[src/rtl/shift18_seq_pkg.sv]
// Shared types and default sizing for the shift18 command sequencer.
package shift18_seq_pkg;

    localparam int DEF_DEPTH = 4;
    localparam int DEF_CNT_W = 6;
    localparam int DATA_W    = 64;

    typedef enum logic {
        OP_SHIFT = 1'b0,
        OP_LOAD  = 1'b1
    } op_e;

    typedef enum logic [1:0] {
        AMT_SHL1 = 2'b00,
        AMT_SHL8 = 2'b01,
        AMT_ASR1 = 2'b10,
        AMT_ASR8 = 2'b11
    } amt_e;

    typedef struct packed {
        op_e                  op;
        amt_e                 amount;
        logic [DEF_CNT_W-1:0] count;
        logic [DATA_W-1:0]    data;
    } cmd_t;

endpackage

[src/rtl/shift18_cmd_fifo.sv]
// Synchronous command FIFO with a DEPTH+1-state occupancy counter.
// Push is ignored when full and pop is ignored when empty.
module shift18_cmd_fifo
    import shift18_seq_pkg::*;
#(
    parameter int DEPTH = DEF_DEPTH
) (
    input  logic clk,
    input  logic areset_n,
    input  logic push,
    input  cmd_t din,
    input  logic pop,
    output logic full,
    output logic empty,
    output cmd_t head
);

    localparam int PTR_W = $clog2(DEPTH);
    localparam int OCC_W = $clog2(DEPTH + 1);

    cmd_t             mem_r [DEPTH];
    logic [PTR_W-1:0] wr_ptr_r;
    logic [PTR_W-1:0] rd_ptr_r;
    logic [OCC_W-1:0] occ_r;
    logic             push_s;
    logic             pop_s;

    assign full   = (occ_r == OCC_W'(DEPTH));
    assign empty  = (occ_r == OCC_W'(0));
    assign head   = mem_r[rd_ptr_r];
    assign push_s = push && !full;
    assign pop_s  = pop && !empty;

    // Storage, pointers (wrap naturally since DEPTH is a power of two) and occupancy.
    always_ff @(posedge clk or negedge areset_n) begin
        if (!areset_n) begin
            for (int i = 0; i < DEPTH; i++) begin
                mem_r[i] <= '0;
            end
            wr_ptr_r <= '0;
            rd_ptr_r <= '0;
            occ_r    <= '0;
        end else begin
            if (push_s) begin
                mem_r[wr_ptr_r] <= din;
                wr_ptr_r        <= wr_ptr_r + PTR_W'(1);
            end
            if (pop_s) begin
                rd_ptr_r <= rd_ptr_r + PTR_W'(1);
            end
            case ({push_s, pop_s})
                2'b10:   occ_r <= occ_r + OCC_W'(1);
                2'b01:   occ_r <= occ_r - OCC_W'(1);
                default: occ_r <= occ_r;
            endcase
        end
    end

endmodule

[src/rtl/shift18_cmd_seq.sv]
// Command sequencer feeding the 64-bit arithmetic shifter; expands SHIFT commands into beats.
// Optional SHIFT18_SEQ_STATS_EN adds a 32-bit beat_cnt output counting ena cycles.
module shift18_cmd_seq
    import shift18_seq_pkg::*;
#(
    parameter int DEPTH = DEF_DEPTH,
    parameter int CNT_W = DEF_CNT_W
) (
    input  logic              clk,
    input  logic              areset_n,
    input  logic              cmd_valid,
    output logic              cmd_ready,
    input  logic              cmd_op,
    input  logic [1:0]        cmd_amount,
    input  logic [CNT_W-1:0]  cmd_count,
    input  logic [DATA_W-1:0] cmd_data,
    input  logic              hold,
    output logic              load,
    output logic              ena,
    output logic [1:0]        amount,
    output logic [DATA_W-1:0] data,
    output logic              done,
    output logic              busy
`ifdef SHIFT18_SEQ_STATS_EN
    ,
    output logic [31:0]       beat_cnt
`endif
);

    cmd_t              cmd_in_s;
    cmd_t              head_s;
    logic              full_s;
    logic              empty_s;
    logic              push_s;
    logic              issue_s;
    logic              is_load_s;
    logic              last_s;
    logic              pop_s;
    logic              shift_beat_s;
    logic [CNT_W-1:0]  rem_eff_s;
    logic [CNT_W-1:0]  rem_r;
    logic              rem_valid_r;
    logic              load_r;
    logic              ena_r;
    logic              done_r;
    amt_e              amount_r;
    logic [DATA_W-1:0] data_r;

    assign cmd_ready = !full_s;
    assign busy      = !empty_s;
    assign push_s    = cmd_valid && !full_s;

    // Pack the incoming command into the FIFO entry format.
    always_comb begin
        cmd_in_s        = '0;
        cmd_in_s.op     = op_e'(cmd_op);
        cmd_in_s.amount = amt_e'(cmd_amount);
        cmd_in_s.count  = DEF_CNT_W'(cmd_count);
        cmd_in_s.data   = cmd_data;
    end

    shift18_cmd_fifo #(
        .DEPTH (DEPTH)
    ) u_fifo (
        .clk      (clk),
        .areset_n (areset_n),
        .push     (push_s),
        .din      (cmd_in_s),
        .pop      (pop_s),
        .full     (full_s),
        .empty    (empty_s),
        .head     (head_s)
    );

    // Beat decode: rem_r is only meaningful once the head has issued its first beat.
    always_comb begin
        issue_s   = !hold && !empty_s;
        is_load_s = (head_s.op == OP_LOAD);
        rem_eff_s = rem_valid_r ? rem_r : CNT_W'(head_s.count);
        if (is_load_s) begin
            last_s = 1'b1;
        end else if (rem_eff_s <= CNT_W'(1)) begin
            last_s = 1'b1;
        end else begin
            last_s = 1'b0;
        end
        shift_beat_s = issue_s && !is_load_s && (rem_eff_s != CNT_W'(0));
        pop_s        = issue_s && last_s;
    end

    // Remaining-beat tracking for the FIFO head; frozen while held or idle.
    always_ff @(posedge clk or negedge areset_n) begin
        if (!areset_n) begin
            rem_r       <= '0;
            rem_valid_r <= 1'b0;
        end else if (issue_s) begin
            if (last_s) begin
                rem_r       <= '0;
                rem_valid_r <= 1'b0;
            end else begin
                rem_r       <= rem_eff_s - CNT_W'(1);
                rem_valid_r <= 1'b1;
            end
        end else begin
            rem_r       <= rem_r;
            rem_valid_r <= rem_valid_r;
        end
    end

    // Registered shifter controls; data and amount keep their last issued values.
    always_ff @(posedge clk or negedge areset_n) begin
        if (!areset_n) begin
            load_r   <= 1'b0;
            ena_r    <= 1'b0;
            done_r   <= 1'b0;
            amount_r <= AMT_SHL1;
            data_r   <= 64'h0;
        end else begin
            load_r <= issue_s && is_load_s;
            ena_r  <= shift_beat_s;
            done_r <= pop_s;
            if (shift_beat_s) begin
                amount_r <= head_s.amount;
            end
            if (issue_s && is_load_s) begin
                data_r <= head_s.data;
            end
        end
    end

    assign load   = load_r;
    assign ena    = ena_r;
    assign done   = done_r;
    assign amount = amount_r;
    assign data   = data_r;

`ifdef SHIFT18_SEQ_STATS_EN
    logic [31:0] beat_cnt_r;

    // Count every cycle the shifter sees ena; wraps at 2^32.
    always_ff @(posedge clk or negedge areset_n) begin
        if (!areset_n) begin
            beat_cnt_r <= 32'd0;
        end else if (ena_r) begin
            beat_cnt_r <= beat_cnt_r + 32'd1;
        end else begin
            beat_cnt_r <= beat_cnt_r;
        end
    end

    assign beat_cnt = beat_cnt_r;
`else
`endif

endmodule

[config.mk]
export PLATFORM = sky130hd
export DESIGN_NAME = shift18_cmd_seq
export DESIGN_NICKNAME = d
export VERILOG_FILES = /design/src/rtl/shift18_seq_pkg.sv /design/src/rtl/shift18_cmd_fifo.sv /design/src/rtl/shift18_cmd_seq.sv
export SDC_FILE = /design/constraint.sdc
export NUM_CORES = 1
export LEC_CHECK = 0
export CELL_PAD_IN_SITES_DETAIL_PLACEMENT = 2
export CELL_PAD_IN_SITES_GLOBAL_PLACEMENT = 2
export CORE_UTILIZATION = 33
export DETAILED_ROUTE_END_ITERATION = 16
export PLACE_DENSITY = 0.73
export SLEW_MARGIN = 20
export SYNTH_ARGS = -nofsm -noshare
export SYNTH_HDL_FRONTEND = slang
export SYNTH_HIERARCHICAL = 1
export SYNTH_SLANG_ARGS = --single-unit
[constraint.sdc]
create_clock -name clk -period 4.9 [get_ports clk]
set_input_delay 0.49 -clock clk [delete_from_list [all_inputs] [get_ports clk]]
set_output_delay 0.49 -clock clk [all_outputs]
set_load 0.005 [all_outputs]
### Word level (Yosys, flattened, before mapping)

Index checks and enable logic that the tools add are counted.

* bits in registers: 375
* bits of input ports: 77
* output and inout port bits: 71
* logic and storage cells: 68

* $add $sub $neg: 5
* magnitude comparators: 4
* equal/unequal tests: 3
* mux-type cells: 12
* bitwise logic cells: 2
* reductions and logical operators: 16

Operators by type and width (number)
* 292-bit bitwise mux: 1
* 73-bit two-way mux: 3
* 73-bit binary-select mux with 2-bit select: 1
* 73-bit demux with 2-bit select: 1
* 6-bit two-way mux: 2
* 1-bit logical AND: 9
* 3-bit greater-or-equal comparator, second input constant: 2
* 6-bit by 1-bit less-or-equal comparator with 1-bit output, second input constant: 1
* 2-bit NOT with 3-bit output: 2
* 3-bit case mux with 2 select lines: 1
* 6-bit nonzero test: 1
* 6-bit by 1-bit subtractor with 6-bit output, second input constant: 1
* 2-bit by 1-bit adder with 2-bit output, second input constant: 2
* 1-bit zero test: 4
* 3-bit by 1-bit adder with 3-bit output, second input constant: 1
* 3-bit equality test, second input constant: 1
* 3-bit zero test: 1
* 3-bit by 1-bit less-than comparator with 1-bit output, second input constant: 1
* 1-bit two-way mux: 3
* 3-bit by 1-bit subtractor with 3-bit output, second input constant: 1
* 2-bit by 1-bit equality test with 1-bit output, second input constant: 1
* 2-bit equality test, second input constant: 1
* 2-bit nonzero test: 1

### Longest topological paths before layout

Gate-level depths: netlist of the first run.

* depth after elaboration: 12
* mapped depth: 15
* mapped depth without buffers: 14

### Hierarchy

The synthesis of the first run kept the hierarchy.

By module, submodules not included
* shift18_cmd_fifo: times used 1, cells an instance 741, area an instance 13112.6 sq um, seq. area each 7482.2 sq um
* shift18_cmd_seq: times used 1, cells an instance 205, area an instance 3088.0 sq um, seq. area each 1901.8 sq um

### Worst setup path before layout of the first run

OpenSTA, ideal clock, no wires.

* kind: register -> register
* start: register u_fifo.rd_ptr_r[0]
* end: register u_fifo.occ_r[2]
* library setup time: 0.079 ns
* arrival: 3.471 ns
* required time: 4.821 ns
* path slack: 1.349 ns
* stages on the path, launching flop included: 14
* buffers on the path: 1
* period minus slack after synthesis: 3.551 ns
* cells stage by stage: dfrtp_1 buf_1 mux4_2 or4_1 o22ai_4 a21oi_1 nor2_1 o31a_1 ha_1 inv_1 fa_1 xor2_1 nor2_1 xor2_1

RTL lines
* start, declared: line shift18_cmd_fifo.sv:23 `logic [PTR_W-1:0] rd_ptr_r;`
* start signal, assigned: line shift18_cmd_fifo.sv:49 `rd_ptr_r <= rd_ptr_r + PTR_W'(1);`
* end signal, assigned: line shift18_cmd_fifo.sv:52 `2'b10: occ_r <= occ_r + OCC_W'(1);`
* end signal, assigned: line shift18_cmd_fifo.sv:53 `2'b01: occ_r <= occ_r - OCC_W'(1);`
* end signal, assigned: line shift18_cmd_fifo.sv:54 `default: occ_r <= occ_r;`
* end, declared: line shift18_cmd_fifo.sv:24 `logic [OCC_W-1:0] occ_r;`

==> impl_metrics.tcl, run 1 <==
set metrics [dict create \
    number_of_global_route_vias_before_repair 10298 \
    static-leakage-power_uw 0.00800 \
    die_h_um 224 \
    synth-edff-count 0 \
    syn-cell-area_um2 16200 \
    hold_path_class "flip-flop to flip-flop" \
    grt_first_pass_wirelength_um 61800 \
    dp_cells 1673 \
    antenna_violating_nets_post_route 0 \
    grt_use_met1_pct 20.5 \
    grt.met2_usage_pct 27.1 \
    synth_commonest_cells "375 x dfrtp_1, 357 x mux2_2, 73 x mux4_2, 24 x clkbuf_8, 14 x nand2_1" \
    vias_per_cell 5.02 \
    run_status "complete, no violations" \
    cts.repair_timing.setup_buffer_count 0 \
    design.final.nets 1190 \
    ys_dominant_reg_cell "dfrtp_1" \
    post_synthesis_cell_type_with_the_largest_combined_area "dfrtp_1" \
    worstMarginPinSlew_ns 1.05 \
    yosys.cell_count.top_type "dfrtp_1" \
    die_x_um 224 \
    slew_viol_final 0 \
    final_layout_size_suffix_gt1_share_pct 46.9 \
    cts_buffer_depth 3 \
    syn_to_final_growth_pct 21.1 \
    tritoncts "yes" \
    io_pins 148 \
    vdd.ir_drop.worst_v 0.000327 \
    syn_nets 1032 \
    detail_route.wirelength_um 38800 \
    finalClockSkew_ns 0.00971 \
    cts_repair_resize_count 0 \
    wl_per_cell_um 22.1 \
    ctsHtreeMaxLevel 2 \
    critical_path.cell_chain "buf_4 > mux4_2 > o22ai_4 > a21oi_1 > nor2_1 > o31a_1 > ha_1 > inv_1 > fa_1 > xor2_1 > nor2_1 > xor2_1" \
    setup_tns_ns 0 \
    clk_sink_count 375 \
    worst-setup-path-type "flip-flop to flip-flop" \
    worstPathRequired_ns 5.38 \
    synth.yosys.seq_area_share_pct 57.9 \
    critPathMaxStageDelay_ns 0.68 \
    period_minus_slack_ns 3.69 \
    grt_max_usage_layer "met2" \
    grt_use_total_pct 16.1 \
    grt_max_degree 116 \
    drc 0 \
    power_density_nw_per_um2 741 \
    final-setup-viol-count 0 \
    die_area_um2 50000 \
    ys_seq_elements 375 \
    crit_slowest_cell "buf_4" \
    clkTransAtPathRegs_ns 0.06 \
    dr.pass1.iters 4 \
    synth_area_per_cell_um2 17.1 \
    critical_path_peak_fanout 36 \
    slew_headroom_pct 29.7 \
    synthDistinctLibCells 37 \
    cts_hold_repair.buffers 1 \
    stdcell_count 1752 \
    synth.area.top_cells "dfrtp_1 58%, mux2_2 25%, mux4_2 10%" \
    cp_data_arrival_time_ns 4.17 \
    fillCellCount 4580 \
    rows 80 \
    gp_congestion 0.709 \
    core_um2 48000 \
    achievable_frequency_mhz 271 \
    routed-via-count 8796 \
    port-buffer-count 147 \
    cts_root_buffer "clkbuf_16" \
    asyncSetResetFlopFracSynth_pct 100 \
    post_synth_inst_count 946 \
    number_of_failing_hold_endpoints_at_the_final_stage 0 \
    dp_hpwl_um 23300 \
    rsz0062_at_grt "no" \
    grt_antenna_before_repair 6 \
    synth_largest_type_area_fraction_pct 57.9 \
    starting_utilization_of_the_core_area_pct 33.7 \
    use_met3_pct 4.29 \
    postLayoutCoreUtil_pct 40.8 \
    setup.worst_path.end_class "flip-flop" \
    synth_warnings 6 \
    critical_path.startpoint_type "flip-flop" \
    fin_total_pwr_uw 14500 \
    maxCapViolCount 0 \
    layout_worst_path_cycle_share_pct 75.3 \
    latest_clock_arrival_within_the_worst_skew_pair_ns 0.56 \
    drt-initial-drc-count 291 \
    grt-ovfl-total 0 \
    tritoncts_buffer_count 43 \
]
==> worst paths after layout <==
path / to / cells past startpoint / start / slack [ns]
worst max register to register: u_fifo/occ_r[2] / 12 / u_fifo/rd_ptr_r[0] / 1.21
worst max-delay path: u_fifo/occ_r[2] / 12 / u_fifo/rd_ptr_r[0] / 1.21
max in group asynchronous: u_fifo/mem_r[130] / 3 / areset_n / 3.23
worst min register to register: u_fifo/mem_r[74] / 1 / u_fifo/mem_r[74] / 0.50
min in group asynchronous: data[1] / 2 / areset_n / 0.57
worst min-delay path: u_fifo/mem_r[74] / 1 / u_fifo/mem_r[74] / 0.50
==> registers in the layout, indices dropped and copies added, names as in the netlist, 2 cells and up <==
register and flops:
u_fifo/rd_ptr_r 2, u_fifo/mem_r 292, rem_r 6, u_fifo/wr_ptr_r 2, u_fifo/occ_r 3, data 64
amount 2
==> through the flow <==
step	area (um^2)	worst slack [ns]	hold slack (ns)
2_1_floorplan	16200	1.35	0.194
3_3_place_gp	18100	1.16	0.484
3_5_place_dp	18100	1.13	0.491
4_1_cts	19600	1.10	0.506
5_1_grt	19600	0.858	0.516
6_report	19600	1.21	0.502
==> report_power, final <==
part,internal [uW],leakage (uW),switching (uW)
registers,4720,0.00448,939
logic,3450,0.00281,2120
clock network,2010,0.000716,1270
total,10200,0.00800,4340
==> area by class of cell <==
type                    instances  area [um^2]  area share, %
clock inverters                 8          115          0.587
multi-input cells             508         6300           32.1
inverters                      10         37.5          0.191
flip-flops and latches        375         9390           47.9
repair buffers                166         1660           8.46
clock buffers                  68         1330           6.79
diodes                          2         5.00         0.0255
well taps                     615          769           3.92
==> cells by family after synthesis <==
logic type	share of synthesized area [%]
mux	35.6
flops	57.9
buf+inv	3.35
simple gates	1.18
compound gates	0.803
fa+ha+maj	0.741
xor+xnor	0.432
==> worst max-delay path, delay by kind of cell, from the launching register on <==
family          cells  cell delay, ns
buf+inv             2            0.74
mux                 1            0.64
flops               1            0.60
fa+ha+maj           2            0.60
compound gates      3            0.48
xor+xnor            2            0.30
simple gates        2            0.23
==> per-layer routing <==
layer / vias to the layer above / part of all wire (%)
met5: - / 0.13
li1: 3800 / -
met2: 154 / 49
met3: 63 / 4.9
met1: 4771 / 43
met4: 8 / 2.1
==> layout by cell type (no fill, tap or decap), drive strengths merged, types with 3 or more instances in the layout <==
master and n:
ha 8, o21ai 6, clkbuf 68, mux4 73, mux2 359, nor2 10
inv 10, clkinv 5, bufinv 3, clkdlybuf4s50 146, buf 19, a21oi 4
xor2 4, nand2 14, mux2i 6, xnor2 4, dfrtp 375
(Power assumes the default switching activity.)
==> run 2: changes to the inputs <==
--- a/config.mk
+++ b/config.mk
@@ -9,7 +9,7 @@
 export CELL_PAD_IN_SITES_GLOBAL_PLACEMENT = 2
 export CORE_UTILIZATION = 33
 export DETAILED_ROUTE_END_ITERATION = 16
-export PLACE_DENSITY = 0.73
+export PLACE_DENSITY = 0.75
 export SLEW_MARGIN = 20
 export SYNTH_ARGS = -nofsm -noshare
 export SYNTH_HDL_FRONTEND = slang
==> constraint.sdc (replaced) <==
create_clock -name clk -period 3.1 [get_ports clk]
set_input_delay 0.31 -clock clk [delete_from_list [all_inputs] [get_ports clk]]
set_output_delay 0.31 -clock clk [all_outputs]
set_load 0.005 [all_outputs]
==> run 2 against run 1 <==
  * The run now ends with setup timing left
  * Via count grew 0.84%
  * Highest routed layer unchanged
  * Wire length shrank 0.58%
  * Sequential power grew 57%
  * Register-to-register slack lost 1.3 ns
  * Sequential cell count is the same
  * Worst setup slack lost 1.3 ns
  * Cell count grew 1.9%
  * Maximum frequency grew 15%
  * Critical path depth is the same
  * Worst hold slack lost 0.096 ns
  * Largest cell class unchanged
  * Non-clock buffer count grew 30
==> impl_metrics.tcl, run 2 (synthesis results as in run 1) <==
set metrics [dict create \
    slew_headroom_pct 33.0 \
    stdcell_count 1785 \
    die_h_um 224 \
    slew_viol_final 0 \
    grt_first_pass_wirelength_um 61700 \
    final-setup-viol-count 1 \
    critical_path.startpoint_type "flip-flop" \
    postLayoutCoreUtil_pct 41.6 \
    io_pins 148 \
    routed-via-count 8870 \
    wl_per_cell_um 21.6 \
    layout_worst_path_cycle_share_pct 103 \
    gp_congestion 0.703 \
    starting_utilization_of_the_core_area_pct 33.7 \
    grt-ovfl-total 0 \
    critical_path_peak_fanout 7 \
    number_of_failing_hold_endpoints_at_the_final_stage 0 \
    worstPathRequired_ns 3.59 \
    clk_sink_count 375 \
    largest_register_ff_count 292 \
    ctsHtreeMaxLevel 2 \
    achievable_frequency_mhz 313 \
    power.switching_uw 7010 \
    port-buffer-count 147 \
    syn_to_final_growth_pct 23.3 \
    multi_input_comb_area_um2 6340 \
    power_density_nw_per_um2 1170 \
    detail_route.wirelength_um 38500 \
    antenna-diode-count 0 \
    grt_max_degree 97 \
    internal_power_uw 16400 \
    clock_power_share_pct 21.8 \
    fillCellCount 4593 \
    number_of_global_route_vias_before_repair 10375 \
    design.final.nets 1222 \
    cp_data_arrival_time_ns 3.68 \
    drc 0 \
    postPlaceCellArea_um2 18400 \
    final_layout_size_suffix_gt1_share_pct 49.1 \
    cts_buffer_depth 3 \
    vias_per_cell 4.97 \
    violations "setup timing" \
    tritoncts_buffer_count 45 \
    die_x_um 224 \
    registers.top_by_ff_count "u_fifo/mem_r" \
    static-leakage-power_uw 0.00817 \
    rsz0062_at_grt "yes" \
    grt_use_total_pct 16.0 \
    core_um2 48000 \
    tritoncts "yes" \
    run_status "complete, but fails checks" \
    antenna_violating_nets_post_route 0 \
    finalClockSkew_ns 0.0189 \
    layout_common_cells "373 x dfrtp_1, 357 x mux2_2, 146 x clkdlybuf4s50_1, 73 x mux4_2, 47 x clkbuf_16" \
    switching_share_pct 29.9 \
    hold_path_class "primary input to async pin" \
    cts_root_buffer "clkbuf_16" \
    drt-initial-drc-count 341 \
    worstMarginPinSlew_ns 1.01 \
    clkTransAtPathRegs_ns 0.06 \
    sequentialPowerShare_pct 37.8 \
    maxCapViolCount 0 \
    die_area_um2 50000 \
    latest_clock_arrival_within_the_worst_skew_pair_ns 0.56 \
    grt_antenna_before_repair 1 \
    dp_worst_setup_slack_ns -0.145 \
    post-route-worst-setup-slack_ns -0.0959 \
    share_comb_of_total_power_pct 40.4 \
    dp_cells 1696 \
    setup.worst_path.end_class "flip-flop" \
    finalInstanceArea_um2 20000 \
    vdd.ir_drop.worst_v 0.000629 \
    final_common_cell "dfrtp_1" \
    rows 80 \
    dp_hpwl_um 22600 \
    period_minus_slack_ns 3.20 \
    worst-setup-path-type "flip-flop to flip-flop" \
    layout.area.seq_um2 9390 \
    dr.pass1.iters 4 \
]
-- run 2: layer usage --
layer / vias to the layer above / wire (um) / track usage [%]
li1: 3865 / - / -
met1: 4800 / 17100 / 20.9
met2: 147 / 19100 / 26.8
met3: 56 / 1530 / 3.61
met4: 2 / 728 / 3.93
met5: - / 12 / 0
-- run 2: layout make-up --
cell class	instances	area share, %
clock buffers	73	7.03
clock inverters	8	0.251
inverters	10	0.188
multi-input cells	508	31.8
flip-flops and latches	375	47.0
well taps	615	3.85
repair buffers	196	9.89
-- run 2: power by group through the flow --
stage | clock (uW) | combinational [uW] | sequential (uW)
after floorplan | 0 | 6660 | 8420
after global placement | 0 | 9100 | 8750
after detailed placement | 0 | 9430 | 8930
after CTS | 5340 | 9570 | 8890
after global routing | 5470 | 10300 | 9190
final | 5120 | 9480 | 8860
-- run 2: final timing paths --
check	from	end	slack [ns]	depth (start not counted)
hold reg to reg	u_fifo/mem_r[154]	u_fifo/mem_r[154]	0.50	1
min in group clk	cmd_data[45]	u_fifo/mem_r[45]	0.44	2
max in group asynchronous	areset_n	u_fifo/mem_r[11]	1.77	3
hold / removal	areset_n	u_fifo/mem_r[147]	0.41	2
setup reg to reg	u_fifo/rd_ptr_r[0]	u_fifo/occ_r[2]	-0.1	12
setup / recovery	u_fifo/rd_ptr_r[0]	u_fifo/occ_r[2]	-0.1	12
-- run 2: worst max-delay path, cell delays in order, from the launching register on --
cell and delay [ns]:
dfrtp_4 0.49, mux4_2 0.53, or4_4 0.55, o22ai_4 0.13, a21oi_2 0.08, nor2_2 0.12
o31a_1 0.19, ha_2 0.20, inv_2 0.04, fa_2 0.33, xor2_1 0.16, nor2_1 0.15
xor2_1 0.16
-- run 2: repair_timing --
item	4_1_cts	5_1_grt
setup buffers	5	2
endpoints found under the setup margin	2	4
gates resized for setup	4	7
pin swaps	5	5
endpoints found under the hold margin	86	0
hold buffers	1	0
gates cloned	0	0
-- run 2: through the flow --
step	hold slack, ns	TNS, ns	power (uW)
detailed placement	0.430	-0.186	18400
global route	0.436	-0.313	24900
floorplan	0.0144	-0.0634	15100
global placement	0.408	-0.105	17900
finish	0.405	-0.0959	23500
CTS	0.404	-0.168	23800
==> run 3: changes to the inputs <==
--- a/config.mk
+++ b/config.mk
@@ -9,7 +9,8 @@
 export CELL_PAD_IN_SITES_GLOBAL_PLACEMENT = 2
 export CORE_UTILIZATION = 33
 export DETAILED_ROUTE_END_ITERATION = 16
-export PLACE_DENSITY = 0.75
+export MAX_ROUTING_LAYER = met4
+export PLACE_DENSITY = 0.73
 export SLEW_MARGIN = 20
 export SYNTH_ARGS = -nofsm -noshare
 export SYNTH_HDL_FRONTEND = slang
==> constraint.sdc (replaced) <==
create_clock -name clk -period 3.8 [get_ports clk]
set_input_delay 0.38 -clock clk [delete_from_list [all_inputs] [get_ports clk]]
set_output_delay 0.38 -clock clk [all_outputs]
set_load 0.005 [all_outputs]
==> run 3 against run 2 <==
  * Maximum frequency decreased by 9.5%
  * Sequential share of layout area increased by 0.91 points
  * Critical endpoint unchanged
  * Cell area decreased by 1.9%
  * Critical path depth unchanged
  * Non-clock buffer count decreased by 27
  * The flow now finishes without violations
  * Worst hold slack got worse by 0.028 ns
==> impl_metrics.tcl, run 3 (synthesis results as in run 1) <==
set metrics [dict create \
    run_status "complete, no violations" \
    design.final.nets 1194 \
    tritoncts_buffer_count 44 \
    finalClockSkew_ns 0.0111 \
    worstPathRequired_ns 4.27 \
    crit_slowest_cell "or4_1" \
    final-setup-viol-count 0 \
    fin_total_pwr_uw 18600 \
    port-buffer-count 147 \
    syn_to_final_growth_pct 20.9 \
    dr.pass1.iters 4 \
    static-leakage-power_uw 0.00797 \
    power_density_nw_per_um2 948 \
    critical_path.startpoint_type "flip-flop" \
    maxCapViolCount 0 \
    grt-ovfl-total 0 \
    fillCellCount 4616 \
    largest_register_ff_count 292 \
    grt_first_pass_wirelength_um 62200 \
    critical_path_peak_fanout 9 \
    worstMarginPinSlew_ns 0.805 \
    starting_utilization_of_the_core_area_pct 33.7 \
    clkTransAtPathRegs_ns 0.05 \
    detail_route.wirelength_um 38900 \
    postLayoutCoreUtil_pct 40.8 \
    rows 80 \
    layout_worst_path_cycle_share_pct 92.9 \
    hold_path_class "primary input to async pin" \
    cts_repair_resize_count 0 \
    holdWs_ns 0.377 \
    achievable_frequency_mhz 283 \
    critPathMaxStageDelay_ns 0.59 \
    registers.top_by_ff_count "u_fifo/mem_r" \
    antenna_violating_nets_post_route 0 \
    tritoncts "yes" \
    latest_clock_arrival_within_the_worst_skew_pair_ns 0.56 \
    die_x_um 224 \
    cts_root_buffer "clkbuf_16" \
    cts_hold_repair.buffers 1 \
    critical_path.cell_chain "mux4_2 > or4_1 > o22ai_4 > a21oi_1 > nor2_1 > o31a_1 > ha_1 > inv_1 > fa_1 > xor2_1 > nor2_1 > xor2_1" \
    cpLargestDelayFamily "simple AND/OR/NAND/NOR gates" \
    finalInstanceArea_um2 19600 \
    ctsHtreeMaxLevel 2 \
    routed-via-count 8846 \
    cp_data_arrival_time_ns 4.00 \
    io_pins 148 \
    cts_buffer_depth 3 \
    period_minus_slack_ns 3.53 \
    rsz0062_at_grt "no" \
    dp_hpwl_um 23600 \
    gp_congestion 0.727 \
    die_h_um 224 \
    drc 0 \
    cts.repair_timing.setup_buffer_count 0 \
    vias_per_cell 5.03 \
    grt_antenna_before_repair 5 \
    vdd.ir_drop.worst_v 0.000509 \
    core_um2 48000 \
    setup_tns_ns 0 \
    drt-initial-drc-count 283 \
    grt_use_total_pct 16.7 \
    wl_per_cell_um 22.1 \
    grt_max_degree 117 \
    worst-setup-path-type "flip-flop to flip-flop" \
    number_of_global_route_vias_before_repair 10379 \
    slew_viol_final 0 \
    layout_common_cells "373 x dfrtp_1, 357 x mux2_2, 146 x clkdlybuf4s50_1, 73 x mux4_2, 45 x clkbuf_16" \
    clk_sink_count 375 \
    die_area_um2 50000 \
    final_common_cell "dfrtp_1" \
    setup.worst_path.end_class "flip-flop" \
    slew_headroom_pct 46.3 \
    postPlaceCellArea_um2 18200 \
    cp.buffers_inverters 1 \
    number_of_failing_hold_endpoints_at_the_final_stage 0 \
    final_layout_size_suffix_gt1_share_pct 46.9 \
]
==> run 3: cell count changes in the layout (fill, tap and decap cells not counted), sizes merged <==
cell      change
buf          -27
clkbuf        -7
diode         +5
clkinvlp      +2
inv           -1
==> run 3: report_power, final <==
group / switching [uW] / total [uW] / internal [uW]
logic: 2830 / 7350 / 4520
clock network: 1620 / 3960 / 2340
registers: 1180 / 7270 / 6090
total: 5640 / 18600 / 12900
==> run 3: worst paths after layout <==
kind / from / end / slack (ns) / cells past startpoint
max: u_fifo/rd_ptr_r[0] / u_fifo/occ_r[2] / 0.27 / 12
min: areset_n / u_fifo/mem_r[7] / 0.38 / 2
max reg2reg: u_fifo/rd_ptr_r[0] / u_fifo/occ_r[2] / 0.27 / 12
min reg2reg: u_fifo/mem_r[284] / u_fifo/mem_r[284] / 0.50 / 1
max in group asynchronous: areset_n / data[46] / 2.40 / 3
min in group clk: u_fifo/mem_r[284] / u_fifo/mem_r[284] / 0.50 / 1
==> run 3: final cells by class <==
cell class,instances,area [um^2],area share [%]
sequential,375,9390,47.9
multi-input combinational,508,6300,32.2
timing repair buffer,169,1730,8.84
clock buffer,66,1290,6.61
tap,615,769,3.93
clock inverter,9,52.6,0.268
inverter,10,37.5,0.192
antenna,5,12.5,0.0639
==> run 3: metal layers <==
metal,share of wire (%),vias up,track usage (%)
met3,5.3,54,4.60
met2,50,146,27.5
li1,-,3795,-
met5,0,-,-
met4,1.7,0,3.73
met1,43,4851,20.4
==> run 3: stage by stage <==
| stage | setup WS, ns | cells |
|---|---|---|
| 4_1_cts | 0.237 | 1752 |
| 3_5_place_dp | 0.263 | 1676 |
| 3_3_place_gp | 0.351 | 1676 |
| 2_1_floorplan | 0.249 | 946 |
| 5_1_grt | 0.0812 | 1757 |
| 6_report | 0.270 | 1757 |
